==> src/rtl/cmp_flags_unit.sv <==
// cmp_flags_unit: ALU flag register {S,C,O,Z} with branch-condition decode and a LIFO of saved flag words
// Signed conditions on cond_sel 11-14 exist only when CMP_SIGNED_COND_EN is defined.
module cmp_flags_unit #(
  parameter int WIDTH       = 8,
  parameter int STACK_DEPTH = 4
) (
  input  logic             clk,
  input  logic             reset,
  input  logic [WIDTH-1:0] result,
  input  logic             overflow,
  input  logic             carry,
  input  logic             flag_we,
  input  logic             flags_wr,
  input  logic [3:0]       flags_wdata,
  input  logic             push,
  input  logic             pop,
  input  logic             err_clr,
  input  logic [3:0]       cond_sel,
  output logic             cond_true,
  output logic [3:0]       flags_out,
  output logic             stack_full,
  output logic             stack_empty,
  output logic             stack_err
);
  localparam int PW = $clog2(STACK_DEPTH + 1);
  logic [3:0]    flags_q, flags_d;
  logic [PW-1:0] depth_q, depth_d;
  logic          err_q, err_d;
  logic [3:0]    mem_q [STACK_DEPTH];
  logic [PW-1:0] top_idx, wr_idx;
  logic          full, empty, do_pop, do_swap, do_push, mem_we;
  logic [3:0]    cap;
  logic [15:0]   conds;
  always_comb begin
    full    = depth_q == PW'(STACK_DEPTH);
    empty   = depth_q == '0;
    top_idx = depth_q - PW'(1);
    do_pop  = pop & ~empty;
    do_swap = do_pop & push;
    do_push = push & ~pop & ~full;
    mem_we  = do_push | do_swap;
    wr_idx  = do_swap ? top_idx : depth_q;
    cap     = {result[WIDTH-1], carry, overflow, ~|result};
    flags_d = do_pop ? mem_q[top_idx] : flags_wr ? flags_wdata : flag_we ? cap : flags_q;
    depth_d = do_swap ? depth_q : do_pop ? top_idx : do_push ? depth_q + PW'(1) : depth_q;
    err_d   = (push & ~pop & full) | (pop & empty) | (err_q & ~err_clr);
  end
  always_ff @(posedge clk or posedge reset)
    if (reset) begin
      flags_q <= '0;
      depth_q <= '0;
      err_q   <= 1'b0;
    end else begin
      flags_q <= flags_d;
      depth_q <= depth_d;
      err_q   <= err_d;
    end
  always_ff @(posedge clk)
    if (mem_we) mem_q[wr_idx] <= flags_q;
  logic s, c, o, z;
  always_comb begin
    {s, c, o, z} = flags_q;
    conds = {1'b0,
`ifdef CMP_SIGNED_COND_EN
             z | (s ^ o), ~z & ~(s ^ o), s ^ o, ~(s ^ o),
`else
             4'b0000,
`endif
             ~c | z, c & ~z, ~o, o, ~s, s, ~c, c, ~z, z, 1'b1};
    cond_true = conds[cond_sel];
  end
  assign flags_out   = flags_q;
  assign stack_full  = full;
  assign stack_empty = empty;
  assign stack_err   = err_q;
endmodule
==> config.mk <==
export PLATFORM = sky130hd
export DESIGN_NAME = cmp_flags_unit
export DESIGN_NICKNAME = d
export VERILOG_FILES = /design/src/rtl/cmp_flags_unit.sv
export SDC_FILE = /design/constraint.sdc
export NUM_CORES = 1
export LEC_CHECK = 0
export CAP_MARGIN = 20
export CORE_ASPECT_RATIO = 1.1
export CORE_MARGIN = 2
export CORE_UTILIZATION = 40
export CTS_CLUSTER_DIAMETER = 80
export DETAILED_ROUTE_END_ITERATION = 10
export PLACE_DENSITY = 0.65
export SYNTH_ARGS = -nofsm -noshare
export SYNTH_HDL_FRONTEND = slang
export SYNTH_SLANG_ARGS = --single-unit
export TNS_END_PERCENT = 10
==> constraint.sdc <==
create_clock -name clk -period 3.8 [get_ports clk]
set_input_delay 0.38 -clock clk [delete_from_list [all_inputs] [get_ports clk]]
set_output_delay 0.38 -clock clk [all_outputs]
set_load 0.02 [all_outputs]
==> flow_summary.yaml, run 1 <==
worst_setup_path:
  endpoint: "stack_empty"
  cp.depth: 4
  critical_path.top_delay_family: "buffers and inverters"
  path_class: "reg2out"
  ff2ff_setup_slack_ns: 1.43
  worstSetupStartpoint: "depth_q[0]$_DFFE_PP0P_"
  path_max_fanout: 9
  cp_cell_sequence: "inv_1, ha_1, nor2b_4, clkdlybuf4s50_1"
  worst_setup_path_start_kind: "register"
  required_ns: 3.42
  end_kind: "output pin"
  r2r_end: "mem_q[3][1]$_DFFE_PP_"
  rr_startpoint: "depth_q[0]$_DFFE_PP0P_"
  cp.arrival_ns: 2.19
  path_buf_inv: 2
  critPathSlowestCell: "clkdlybuf4s50_1"
  max_stage_delay_ns: 0.64
  rr_worst_depth: 6
power:
  sw_frac_of_total: 0.362
  p_int_mw: 0.759
  p_leak_nw: 0.633
  switchingPower_mw: 0.431
  p_seq_frac: 0.414
  p_total_mw: 1.19
  vdd_drop_max_uv: 359
  power_density_nw_per_um2: 684
  clkPwrFrac: 0.150
  combinationalPowerShare: 0.436
synth:
  synth_area_leaders: "edfxtp_1, dfrtp_1, mux4_2, mux2i_1, ha_1"
  yosys_register_bits: 24
  synth_top_family_by_area: "simple AND/OR/NAND/NOR gates"
  yosysTopAreaCell: "edfxtp_1"
  synth_compound_area_frac: 0.116
  yosysTopAreaCellShare: 0.349
  synth.avg_cell_area_um2: 11.6
  synth-adder-area-share: 0.0273
  synth_area_um2: 1380
  synth_cell_types: 39
  yosys.area_share.simple: 0.167
  synth_nets: 147
  synth.mux.area_fraction: 0.124
  yosys_warnings: 0
  ys_seq_area_frac: 0.495
  synthXorXnorAreaFrac: 0.0127
  syn_inst: 119
timing:
  hold_violations: 0
  rsz0062_at_grt: "no"
  period_minus_slack_ns: 2.57
  setup_tns_ns: 0
  fmax_mhz: 390
  fin_crit_sh: 0.675
  worst_slew_pin_slew_ns: 0.424
  maxSlewViolCount: 0
  holdWs_ns: 0.296
  finClkSkew_ns: 0.00440
  relSlewSlack: 0.718
  setup_viol: 0
clocking:
  cts_root_buf: "clkbuf_4"
  htree_levels: 1
  cts.clk_slew.worst_paths_ns: 0.13
  cts_buffer_depth: 2
  clkLatencyLatePin_ns: 0.30
  cts_setup_buffers: 0
  cts_tree: "built"
  holdBufCountCts: 0
  post_cts_resized: 0
  clock-sinks: 24
  cts_inserted_buffers: 3
route:
  routedWlPerCell_um: 14.6
  ant_nets: 0
  via_per_inst: 5.48
  drc_errors: 0
  drtIter0Drc: 102
  vias: 1003
  dr.pass1.iters: 4
  wirelength_um: 2670
cells_and_area:
  layout.nets: 176
  area_growth_pct: 26.5
  final_cells: 183
  n_antenna_cell: 0
  drive_gt1_frac: 0.0884
grt:
  grt_pass1_wl_um: 4470
  grt.overflow.total: 0
  antenna_found_initial: 0
  grt_pass1_vias: 991
  grt_max_degree: 15
  grt_util_all_layers: 0.151
outcome:
  status: "finished clean"
floorplanning:
  start_util: 0.417
  coreArea_um2: 3300
  ios: 33
  die_w_um: 59.9
  die-area_um2: 3930
  die_h_um: 65.5
  num_rows: 22
place:
  dp.cells: 179
  dp_hpwl_um: 2020
  gp_congestion: 0.816
  port_buffers: 32
hold_path:
  min_path_type: "in2async"
run:
  maxCapViolCount: 0
per-stage QoR:
| step | area (um2) | setup slack [ns] | utilization |
|---|---|---|---|
| finish | 1740 | 1.23 | 0.527 |
| global route | 1740 | 1.02 | 0.527 |
| CTS | 1740 | 1.21 | 0.527 |
| detailed placement | 1690 | 1.29 | 0.511 |
| global placement | 1690 | 1.34 | 0.511 |
| floorplan | 1380 | 1.63 | - |
area by class of cell:
class / instances / area, um2
repair buffers: 32 / 320
clock inverters: 1 / 30.0
fillers: 298 / 1560
flip-flops and latches: 24 / 681
clock buffers: 3 / 22.5
well taps: 36 / 45.0
multi-input cells: 80 / 616
inverters: 7 / 26.3
Yosys cell counts:
library cell  number
nand2b_1           1
and2_1             1
nor2_4             1
o21a_1             1
and2_2             1
nor3_1             5
o31ai_1            2
a311oi_1           1
o21ai_0            6
a31oi_1            1
inv_1              6
ha_1               3
nand4b_1           2
nor2_1             7
nand3_1            3
buf_6              3
xor2_1             1
nor3b_1            1
a31oi_4            1
clkbuf_1           4
or4b_1             1
edfxtp_1          16
o31a_1             1
o22ai_1            2
nand3b_1           1
a211oi_1           1
nand2_1            7
mux4_2             4
mux2i_1            8
buf_2              1
a21oi_1            5
o2111ai_1          1
xnor2_1            1
inv_2              1
nor4_1             2
nor2b_4            1
o2bb2ai_1          1
dfrtp_1            8
nor2b_1            6
worst min-delay path by stage:
| stage | from | end | slack (ns) | cells past startpoint |
|---|---|---|---|---|
| final | reset | stack_err$_DFF_PP0_ | 0.30 | 2 |
| after global routing | reset | stack_err$_DFF_PP0_ | 0.34 | 2 |
| after CTS | reset | stack_err$_DFF_PP0_ | 0.31 | 2 |
| after detailed placement | stack_err$_DFF_PP0_ | stack_err$_DFF_PP0_ | 0.54 | 2 |
| after global placement | stack_err$_DFF_PP0_ | stack_err$_DFF_PP0_ | 0.53 | 2 |
| after floorplan | reset | depth_q[0]$_DFFE_PP0P_ | 0.20 | 1 |
power by group through the flow:
stage | combinational (mW) | clock, mW | sequential [mW]
final | 0.519 | 0.179 | 0.492
after global routing | 0.573 | 0.198 | 0.515
after CTS | 0.525 | 0.182 | 0.496
after detailed placement | 0.523 | 0 | 0.501
after global placement | 0.522 | 0 | 0.498
after floorplan | 0.386 | 0 | 0.469
registers in the layout, indices dropped and copies added (netlist names):
name,flops
depth_q,3
flags_out,4
mem_q,16
stack_err,1
worst register-to-register path, cell delays in order (launching register included):
cell     delay, ns
dfrtp_1       0.62
inv_1         0.17
ha_1          0.28
nor2b_4       0.17
o31a_1        0.28
a31oi_4       0.18
nor2b_1       0.35
placed cells by master (no fill, tap or decap), types with 2 or more instances in the layout:
master            n
a21oi_1           5
clkbuf_4          3
clkdlybuf4s50_1  32
dfrtp_1           8
edfxtp_1         16
ha_1              3
inv_1             6
mux2i_1           8
mux4_2            4
nand2_1           7
nand3_1           3
nand4b_1          2
nor2_1            7
nor2b_1           6
nor3_1            5
nor4_1            2
o21ai_0           6
o22ai_1           2
o31ai_1           2
layer usage:
metal | share of wire | global-route usage
met5 | 0 | 0
met1 | 0.45 | 0.192
met3 | 0.039 | 0.0335
met2 | 0.50 | 0.262
met4 | 0.0052 | 0.0250
logic make-up after synthesis:
logic type,count (synthesis)
and+or+nand+nor,40
adders and majority gates,3
xor gates and xnor gates,2
buffers and inverters,15
muxes,12
AOI/OAI and AO/OA,23
DFF,24
Note: power is estimated with default switching activity, not from simulation.
==> run 2, diff against run 1 <==
==> constraint.sdc (replaced) <==
create_clock -name clk -period 2.41 [get_ports clk]
set_input_delay 0.241 -clock clk [delete_from_list [all_inputs] [get_ports clk]]
set_output_delay 0.241 -clock clk [all_outputs]
set_load 0.02 [all_outputs]
==> flow_summary.yaml, run 2 (same netlist as run 1, synthesis figures left out) <==
grt:
  grt_pass1_wl_um: 4760
  grt_util_all_layers: 0.165
  grt.overflow.total: 0
  antenna_found_initial: 0
  grt_max_degree: 15
  grt_pass1_vias: 1051
clocking:
  cts.clk_slew.worst_paths_ns: 0.13
  cts_root_buf: "clkbuf_4"
  htree_levels: 1
  cts_buffer_depth: 2
  clock-sinks: 24
  cts_inserted_buffers: 3
  cts_tree: "built"
  cts_setup_buffers: 0
  clkLatencyLatePin_ns: 0.31
timing:
  rsz0062_at_grt: "no"
  finalWorstSetupSlack_ns: 0.185
  setup_tns_ns: 0
  period_minus_slack_ns: 2.23
  worst_slew_pin_slew_ns: 0.417
  fin_crit_sh: 0.923
  hold_violations: 0
  fmax_mhz: 449
  relSlewSlack: 0.721
  finClkSkew_ns: 0.00217
  setup_viol: 0
  maxSlewViolCount: 0
cells_and_area:
  n_antenna_cell: 0
  mostFrequentLayoutCells: "clkdlybuf4s50_1, edfxtp_1, mux2i_1"
  top_register: "mem_q"
  layout.nets: 179
  layout_commonest_cell: "clkdlybuf4s50_1"
  fin_area_um2: 1770
  final_cells: 186
  n_fill_cell: 293
  drive_gt1_frac: 0.113
  largest_reg_flops: 16
  utilization: 0.535
  area_growth_pct: 28.4
worst_setup_path:
  rr_startpoint: "depth_q[1]$_DFFE_PP0P_"
  required_ns: 2.17
  end_kind: "output pin"
  rr_worst_depth: 6
  critPathSlowestCell: "clkdlybuf4s50_1"
  endpoint: "stack_empty"
  critical_path.top_delay_family: "buffers and inverters"
  cp_cell_sequence: "inv_1, ha_1, nor2b_4, clkdlybuf4s50_1"
  cp.depth: 4
  cp.arrival_ns: 1.98
  path_max_fanout: 6
  r2r_end: "mem_q[3][0]$_DFFE_PP_"
  ff2ff_setup_slack_ns: 0.34
  path_buf_inv: 2
  worstSetupStartpoint: "depth_q[1]$_DFFE_PP0P_"
  worst_setup_path_start_kind: "register"
  path_class: "reg2out"
  max_stage_delay_ns: 0.64
route:
  via_per_inst: 5.51
  drc_errors: 0
  wirelength_um: 2820
  vias: 1025
  dr.pass1.iters: 4
  ant_nets: 0
  routedWlPerCell_um: 15.1
  drtIter0Drc: 44
outcome:
  status: "finished clean"
floorplanning:
  coreArea_um2: 3300
  die_h_um: 65.5
  die-area_um2: 3930
  die_w_um: 59.9
  num_rows: 22
  start_util: 0.417
  ios: 33
power:
  clkPwrFrac: 0.150
  power_density_nw_per_um2: 1080
  p_seq_frac: 0.392
  p_int_mw: 1.21
  switchingPower_mw: 0.690
  combinationalPowerShare: 0.458
  sw_frac_of_total: 0.363
  vdd_drop_max_uv: 462
  p_leak_nw: 0.658
place:
  dp_hpwl_um: 2130
  place_area_um2: 1710
  port_buffers: 32
  dp_slack_ns: 0.169
  gp_congestion: 0.803
  dp.cells: 182
run:
  maxCapViolCount: 0
hold_path:
  min_path_type: "in2async"
-- run 2: layer usage --
| metal | global-route usage | vias up | share of wire |
|---|---|---|---|
| li1 | - | 502 | - |
| met1 | 0.196 | 502 | 0.42 |
| met2 | 0.295 | 19 | 0.54 |
| met3 | 0.0315 | 2 | 0.037 |
| met4 | 0.0472 | 0 | 0.0050 |
| met5 | 0 | - | 0 |
-- run 2: cell type report --
class	count	area (um2)	share of cell area
clock buffers	3	22.5	0.0127
clock inverters	1	30.0	0.0170
inverters	7	26.3	0.0149
multi-input cells	80	616	0.348
flip-flops and latches	24	682	0.386
well taps	36	45.0	0.0255
repair buffers	35	345	0.195
-- run 2: how the worst min path moves through the flow --
| stage | from | to | slack (ns) | cells after the start |
|---|---|---|---|---|
| 2_1_floorplan | reset | depth_q[0]$_DFFE_PP0P_ | 0.06 | 1 |
| 3_3_place_gp | reset | stack_err$_DFF_PP0_ | 0.50 | 2 |
| 3_5_place_dp | reset | stack_err$_DFF_PP0_ | 0.52 | 2 |
| 4_1_cts | reset | stack_err$_DFF_PP0_ | 0.17 | 2 |
| 5_1_grt | reset | stack_err$_DFF_PP0_ | 0.19 | 2 |
| 6_report | reset | stack_err$_DFF_PP0_ | 0.16 | 2 |
-- run 2: timing repair --
item / CTS / global route
endpoints found under the hold margin: 0 / 0
setup endpoints to repair: 0 / 1
hold buffers: 0 / 0
resized for setup: 0 / 2
-- run 2: per-stage QoR --
step	hold WS, ns	power, mW
5_1_grt	0.188	2.06
2_1_floorplan	0.0567	1.35
3_5_place_dp	0.522	1.64
3_3_place_gp	0.504	1.62
4_1_cts	0.167	1.92
6_report	0.164	1.90
-- run 2: power groups by stage --
stage                     logic [mW]  registers [mW]  clock network [mW]
after floorplan                0.608           0.740                   0
after global placement         0.868           0.751                   0
after detailed placement       0.879           0.760                   0
after CTS                      0.885           0.747               0.292
after global routing           0.965           0.772               0.320
final                          0.871           0.746               0.285
